## src/rtl/comet_ii_pkg.sv

```systemverilog
// Shared definitions for the COMET II fetch path: machine-state encodings,
// opcode constants and the instruction-length rule.
package comet_ii_pkg;

    localparam logic [2:0] ST_IDLE  = 3'b000;
    localparam logic [2:0] ST_INIT  = 3'b001;
    localparam logic [2:0] ST_IFET1 = 3'b010;
    localparam logic [2:0] ST_IFET2 = 3'b011;
    localparam logic [2:0] ST_EXEC  = 3'b100;

    localparam logic [15:0] START_ADDR_DEFAULT = 16'h0000;

    localparam logic [7:0] OP_NOP  = 8'h00;
    localparam logic [7:0] OP_PUSH = 8'h70;
    localparam logic [7:0] OP_POP  = 8'h71;
    localparam logic [7:0] OP_CALL = 8'h80;
    localparam logic [7:0] OP_RET  = 8'h81;
    localparam logic [7:0] OP_SVC  = 8'hF0;

    // Memory/address forms carry a second word; register forms (x4-x7),
    // POP, RET and every undefined code are single-word.
    function automatic logic is_two_word(input logic [7:0] op);
        logic two;
        two = 1'b0;
        case (op)
            8'h10, 8'h11, 8'h12:                            two = 1'b1;
            8'h20, 8'h21, 8'h22, 8'h23:                     two = 1'b1;
            8'h30, 8'h31, 8'h32:                            two = 1'b1;
            8'h40, 8'h41:                                   two = 1'b1;
            8'h50, 8'h51, 8'h52, 8'h53:                     two = 1'b1;
            8'h61, 8'h62, 8'h63, 8'h64, 8'h65, 8'h66:       two = 1'b1;
            OP_PUSH, OP_CALL, OP_SVC:                       two = 1'b1;
            default:                                        two = 1'b0;
        endcase
        return two;
    endfunction

endpackage

```

## src/rtl/comet_ii_ilen_decode.sv

```systemverilog
// Combinational opcode -> two-word flag, shared with the instruction decoder.
module comet_ii_ilen_decode
    import comet_ii_pkg::*;
(
    input  logic [7:0] op,
    output logic       two_word
);

    assign two_word = is_two_word(op);

endmodule

```

## src/rtl/comet_ii_fetch_sequencer.sv

```systemverilog
// COMET II fetch/cycle sequencer: owns PR, the instruction register, the
// second instruction word and the IDLE/INIT/IFET1/IFET2/EXEC machine state.
module comet_ii_fetch_sequencer
    import comet_ii_pkg::*;
#(
    parameter logic [15:0] START_ADDR = START_ADDR_DEFAULT
) (
    input  logic        clk,
    input  logic        rst,
    input  logic        start,
    input  logic        halt_req,
    output logic        mem_req,
    output logic [15:0] mem_addr,
    input  logic [15:0] mem_rdata,
    input  logic        mem_ack,
    output logic [2:0]  state,
    output logic [7:0]  op_code,
    output logic [7:0]  regs,
    output logic [15:0] adr,
    output logic        adr_en,
    input  logic        jump,
    input  logic        call,
    input  logic        ret,
    input  logic [15:0] eff_adr,
    input  logic [15:0] ret_adr,
    output logic [15:0] pr,
    output logic [31:0] inst_count
);

    logic two_word;

    comet_ii_ilen_decode u_ilen (
        .op       (mem_rdata[15:8]),
        .two_word (two_word)
    );

    // Memory handshake: mem_req is held high through every IFET cycle until
    // mem_ack; a word transfers on the rising edge where both are high, and
    // mem_ack is ignored whenever mem_req is low.
    assign mem_req  = (state == ST_IFET1) || (state == ST_IFET2);
    assign mem_addr = pr;

    always_ff @(posedge clk) begin
        if (rst) begin
            state      <= ST_IDLE;
            pr         <= 16'h0000;
            op_code    <= 8'h00;
            regs       <= 8'h00;
            adr        <= 16'h0000;
            adr_en     <= 1'b0;
            inst_count <= 32'h0000_0000;
        end else begin
            case (state)
                ST_IDLE: begin
                    if (start) begin
                        state <= ST_INIT;
                    end
                end
                ST_INIT: begin
                    pr    <= START_ADDR;
                    state <= ST_IFET1;
                end
                ST_IFET1: begin
                    if (mem_ack) begin
                        op_code <= mem_rdata[15:8];
                        regs    <= mem_rdata[7:0];
                        pr      <= pr + 16'h0001;
                        adr_en  <= two_word;
                        adr     <= 16'h0000;
                        state   <= two_word ? ST_IFET2 : ST_EXEC;
                    end
                end
                ST_IFET2: begin
                    if (mem_ack) begin
                        adr   <= mem_rdata;
                        pr    <= pr + 16'h0001;
                        state <= ST_EXEC;
                    end
                end
                ST_EXEC: begin
                    inst_count <= inst_count + 32'h0000_0001;
                    // Redirects from the decoder take effect only here.
                    if (jump || call) begin
                        pr <= eff_adr;
                    end else if (ret) begin
                        pr <= ret_adr;
                    end
                    state <= halt_req ? ST_IDLE : ST_IFET1;
                end
                default: begin
                    state <= ST_IDLE;
                end
            endcase
        end
    end

endmodule
```

## config.mk

```make
export PLATFORM = sky130hd
export DESIGN_NAME = comet_ii_fetch_sequencer
export DESIGN_NICKNAME = d
export VERILOG_FILES = /design/src/rtl/comet_ii_pkg.sv /design/src/rtl/comet_ii_ilen_decode.sv /design/src/rtl/comet_ii_fetch_sequencer.sv
export SDC_FILE = /design/constraint.sdc
export NUM_CORES = 1
export LEC_CHECK = 0
export CELL_PAD_IN_SITES_DETAIL_PLACEMENT = 2
export CELL_PAD_IN_SITES_GLOBAL_PLACEMENT = 2
export CORE_ASPECT_RATIO = 1.1
export CORE_MARGIN = 4
export CORE_UTILIZATION = 25
export DETAILED_ROUTE_END_ITERATION = 10
export GPL_ROUTABILITY_DRIVEN = 1
export GPL_TIMING_DRIVEN = 0
export HOLD_SLACK_MARGIN = 0.08
export PLACE_DENSITY = 0.85
export SLEW_MARGIN = 20
export SYNTH_ARGS = -nofsm -noshare
export SYNTH_HDL_FRONTEND = slang
export SYNTH_SLANG_ARGS = --single-unit
```

## constraint.sdc

```tcl
create_clock -name clk -period 2.09 [get_ports clk]
set_input_delay 0.418 -clock clk [delete_from_list [all_inputs] [get_ports clk]]
set_output_delay 0.418 -clock clk [all_outputs]
set_load 0.01 [all_outputs]
```

=== Yosys cells after proc, flatten, opt, wreduce, memory -nomap -nowiden ===
Index checks and enable logic that the tools add are counted.

* Register bits: 84
* Bits of input ports: 56
* Output and inout bits: 101
* Word-level logic and storage cells: 68

* Add/subtract/negate cells: 2
* Equal/unequal tests: 34
* Muxes and demuxes: 14
* Reductions and logical operators: 11

{| class="wikitable"
|+ Operator list
! kind !! count
|-
| 8-bit by 7-bit equality test with 1-bit output, second input constant || 13
|-
| 16-bit 2-to-1 mux || 5
|-
| 8-bit by 6-bit equality test with 1-bit output, second input constant || 7
|-
| 16-bit case mux with 3 select lines || 1
|-
| 32-bit by 1-bit adder with 32-bit output, second input constant || 1
|-
| 16-bit case mux with 2 select lines || 1
|-
| 25-bit OR reduction || 1
|-
| 8-bit by 5-bit equality test with 1-bit output, second input constant || 3
|-
| 16-bit by 1-bit adder with 16-bit output, second input constant || 1
|-
| 8-bit equality test, second input constant || 2
|-
| 3-bit case mux with 5 select lines || 1
|-
| 3-bit 2-to-1 mux || 4
|-
| 3-bit AND reduction || 3
|-
| 3-bit by 2-bit equality test with 1-bit output, second input constant || 2
|-
| 2-bit inequality test, second input constant || 3
|-
| 3-bit by 1-bit equality test with 1-bit output, second input constant || 1
|-
| 3-bit equality test, second input constant || 1
|-
| 3-bit logical NOT || 1
|-
| 3-bit inequality test, second input constant || 1
|-
| 3-bit nonzero test || 1
|-
| 1-bit logical OR || 2
|-
| 2-bit 2-to-1 mux || 1
|-
| 2-bit by 1-bit inequality test with 1-bit output, second input constant || 1
|-
| 2-bit AND reduction || 1
|-
| other kinds (3) || 3
|}

=== Logic depth before layout (Yosys ltp) ===
* Depth after elaboration: 6
* Mapped depth: 9
* Gate-level depth less buffers: 6

=== Cells and area by module ===
A second synthesis with hierarchy kept.

* Cells, all modules: 558
* Area total of the unflattened synthesis: 4404.2 um^2

{| class="wikitable"
|+ By module, submodules not included
! module !! instances !! cells each !! area an instance (um^2) !! seq. area each (um^2)
|-
| comet_ii_fetch_sequencer || 1 || 535 || 4257.8 || 1681.6
|-
| comet_ii_ilen_decode || 1 || 23 || 146.4 || 0.0
|}

=== Least setup slack after synthesis ===
Ideal clock, no wire load.

* Kind: reg2reg
* From: register state[2]
* To: register inst_count[30]
* Library setup time: 0.070 ns
* Data arrival time: 1.681 ns
* Required time: 2.020 ns
* Setup slack: 0.339 ns
* Cell stages (with the launch flop): 7
* Path buffers: 1
* Period minus slack after synthesis: 1.751 ns
* Cells stage by stage: dfxtp_1 -> buf_4 -> nor3b_4 -> and3_4 -> nand4_4 -> or4_1 -> a21oi_1

* Longest elaborated chain between the ends: 1

{| class="wikitable"
|+ Ends and longest elaborated chain
! what !! RTL line !! source
|-
| start, declared || comet_ii_fetch_sequencer.sv:16 || <nowiki>output logic [2:0] state,</nowiki>
|-
| start signal, assigned || comet_ii_fetch_sequencer.sv:70 || <nowiki>state <= two_word ? ST_IFET2 : ST_EXEC;</nowiki>
|-
| start signal, assigned || comet_ii_fetch_sequencer.sv:88 || <nowiki>state <= halt_req ? ST_IDLE : ST_IFET1;</nowiki>
|-
| 3-bit equality test || comet_ii_fetch_sequencer.sv:53 || <nowiki>case (state)</nowiki>
|-
| end signal, assigned || comet_ii_fetch_sequencer.sv:81 || <nowiki>inst_count <= inst_count + 32'h0000_0001;</nowiki>
|-
| end, declared || comet_ii_fetch_sequencer.sv:27 || <nowiki>output logic [31:0] inst_count</nowiki>
|}

No other way between the ends.
A chain may end at the register's enable or synchronous reset.

=== Final worst setup path ===
* From: register state[2]
* To: output port mem_req

* Longest elaborated chain between the ends: 2
* Elaborated cells on any way between the ends: 3
* Those cells by class: 2 x eq/ne; 1 x reduce/logical

{| class="wikitable"
|+ Ends and longest elaborated chain
! what !! RTL line !! source
|-
| 3-bit by 2-bit equality test with 1-bit output || comet_ii_fetch_sequencer.sv:40 || <nowiki>assign mem_req = (state == ST_IFET1) || (state == ST_IFET2);</nowiki>
|-
| 1-bit logical OR * || comet_ii_fetch_sequencer.sv:40 ||
|-
| end, declared || comet_ii_fetch_sequencer.sv:12 || <nowiki>output logic mem_req,</nowiki>
|}

Every way passes the cells marked *; elsewhere a longest branch is shown, timed or not.

==> results.py <==
metrics = {
    "run_status": {
        "outcome": "finished clean",
    },
    "synth": {
        "synth_top_family_by_area": "simple AND/OR/NAND/NOR gates",
        "synthSimpleGateAreaFrac_pct": 27.3,
        "synth_area_um2": 4260,
        "synthMuxAreaShare_pct": 3.35,
        "async_flop_share_pct": 0,
        "synth-xor-area-share_pct": 4.73,
        "syn_nets": 594,
        "yosys.cell_types.count": 55,
        "synthAdderAreaFrac_pct": 0.587,
        "synthFlopType": "dfxtp_1",
        "synth_cells": 536,
        "yosys_warnings": 0,
        "synth_enable_flop_cells": 0,
        "syn_area_per_cell_um2": 7.95,
        "ys_seq_elements": 84,
        "synth.yosys.seq_area_share_pct": 39.5,
        "synth_compound_area_share_pct": 17.6,
    },
    "critical_path": {
        "crit_path_start_kind": "register",
        "critPathKind": "register to output port",
        "r2r_cells": 5,
        "r2r-end": "inst_count[30]",
        "startpoint": "state[2]",
        "worstPathArrival_ns": 1.62,
        "path_max_fanout": 10,
        "cp.required_ns": 1.67,
        "critPathCapture": "mem_req",
        "endpoint_kind": "output port",
        "reg2reg_from": "inst_count[3]",
        "regToRegSetupSlack_ns": 0.14,
    },
    "layout": {
        "synthToLayoutAreaGrowth_pct": 51.5,
        "fin_util_pct": 39.0,
        "design_area_um2": 6460,
        "final_common_cell": "clkdlybuf4s50_1",
        "drive_gt1_share_pct": 10.8,
        "layout_common_cells": "153 x clkdlybuf4s50_1, 84 x dfxtp_1, 78 x nand2_1",
        "n_antenna_cell": 0,
        "nets": 765,
        "fill_cells": 1861,
    },
    "job": {
        "maxCapViolations": 0,
    },
    "sta": {
        "final-hold-violation-count": 0,
        "slew_violations": 0,
        "period_needed_ns": 2.03,
        "skew_ns": 0.00774,
        "setup_viol": 0,
        "slew_headroom_pct": 59.8,
        "rsz0062_at_grt": "true",
        "setup_ws_ns": 0.0551,
        "max_freq_mhz": 491,
        "whs_ns": 0.460,
        "period_share_pct": 97.4,
        "tightest_slew_ns": 0.603,
    },
    "floorplanning": {
        "num_io_pins": 157,
        "die_x_um": 132,
        "rows": 49,
        "die_h_um": 145,
        "initial_core_util_pct": 25.7,
        "core_um2": 16600,
        "die-area_um2": 19200,
    },
    "clock_network": {
        "htreeDepth": 3,
        "cts_root_buf": "clkbuf_16",
        "cts_buffer_depth": 2,
        "clkTransAtPathRegs_ns": 0.07,
        "insertion_delay_ns": 0.35,
        "cts-buffers-inserted": 9,
        "cts_tree": "built",
        "cts_sinks": 84,
    },
    "routing": {
        "wl_per_cell_um": 19.8,
        "drc_errors": 0,
        "vias_per_cell": 5.11,
        "ant_nets": 0,
        "routed_wl_mm": 18.1,
        "via_count": 4680,
        "drt_iter0_drc": 175,
        "first_pass_iters": 4,
    },
    "power": {
        "power_mw": 3.86,
        "p_leak_nw": 2.22,
        "vdd_drop_max_uv": 279,
        "powerDensity_nw_per_um2": 597,
    },
    "global_routing": {
        "grt_usage_pct": 18.7,
        "grt_max_degree": 15,
        "grt_overflow": 0,
        "grt_pass1_wl_mm": 29.1,
        "grt_pass1_vias": 5142,
        "antenna_found_initial": 0,
    },
    "min_path": {
        "hold_depth": 2,
        "hold_path.class": "register to register",
    },
    "placed_design": {
        "port_buffers": 154,
        "dpl_cell_area_um2": 6060,
        "dp_slack_ns": -0.575,
        "dp_hpwl_mm": 13.7,
        "finalWeightedCongestion": 0.817,
    },
}
critical path, stage by stage (launching register included):
cell	delay, ns
dfxtp_1	0.32
buf_4	0.17
nand2b_2	0.26
inv_4	0.11
clkbuf_8	0.17
clkdlybuf4s15_2	0.24
area by class of cell:
| type | count | area, µm² | area share (%) |
|---|---|---|---|
| multi-input combinational | 397 | 2320 | 35.9 |
| sequential | 84 | 1680 | 26.0 |
| timing repair buffer | 161 | 1600 | 24.7 |
| buffer | 48 | 300 | 4.65 |
| tap | 204 | 255 | 3.95 |
| clock buffer | 11 | 243 | 3.76 |
| clock inverter | 5 | 36.3 | 0.562 |
| inverter | 6 | 25.0 | 0.388 |
worst min-delay path by stage:
| stage | startpoint | end | slack (ns) |
|---|---|---|---|
| after global routing | regs[1] | regs[1] | 0.49 |
| after global placement | adr[2] | adr[2] | 0.44 |
| after floorplan | adr[10] | adr[10] | 0.48 |
| final | op_code[7] | op_code[7] | 0.46 |
| after detailed placement | op_code[0] | op_code[0] | 0.45 |
| after CTS | op_code[7] | op_code[7] | 0.47 |
cell families (layout without fill, tap and decap cells):
family,after synthesis,in the layout
AOI/OAI and AO/OA,123,123
xor gates and xnor gates,23,23
adders and majority gates,2,2
buffers and inverters,55,231
DFF,84,84
muxes,14,14
and+or+nand+nor,235,235
synth_stat cells, drive strengths merged (6+ instances only):
| cell type | n | area (µm²) |
|---|---|---|
| dfxtp | 84 | 1680 |
| mux2i | 12 | 120 |
| xor2 | 19 | 166 |
| clkbuf | 21 | 78.8 |
| and3 | 10 | 67.6 |
| a21oi | 61 | 305 |
| nand2 | 78 | 293 |
| nand3 | 37 | 185 |
| buf | 28 | 199 |
| or3 | 10 | 62.6 |
| nand4 | 17 | 134 |
| o21ai | 18 | 90.1 |
| nor3 | 9 | 56.3 |
| inv | 6 | 22.5 |
| nor2 | 55 | 214 |
power breakdown:
group          switching [mW]  internal, mW  total, mW  leakage, nW
Combinational           0.343         0.297      0.640         1.40
Sequential             0.0290          1.63       1.66        0.678
Clock                   0.716         0.844       1.56        0.140
Total                    1.09          2.77       3.86         2.22
sequential cells by signal (all words and copies together) (netlist names):
signal and count:
adr 16, regs 8, state 3, adr_en 1, mem_addr 16, op_code 8, inst_count 32
metrics by stage:
| step | std cells | setup TNS (ns) |
|---|---|---|
| final | 916 | 0 |
| after CTS | 912 | 0 |
| after global routing | 916 | -0.0354 |
| after global placement | 894 | -17.38 |
| after detailed placement | 894 | -21.65 |
| after floorplan | 536 | 0 |
what timing repair did:
| action | 4_1_cts | 5_1_grt |
|---|---|---|
| pin swaps | 1 | 2 |
| hold buffers | 0 | 0 |
| setup endpoints to repair | 33 | 46 |
| buffers inserted | 2 | 5 |
| resized for setup | 13 | 19 |
per-layer routing:
metal	part of all wire, %	GRT usage [%]	vias to the layer above
li1	-	-	2227
met1	43	21.7	2330
met2	51	34.1	102
met3	3.9	3.50	21
met4	2.2	6.60	0
met5	0	0	-
Power figures use the tool's default switching activity.
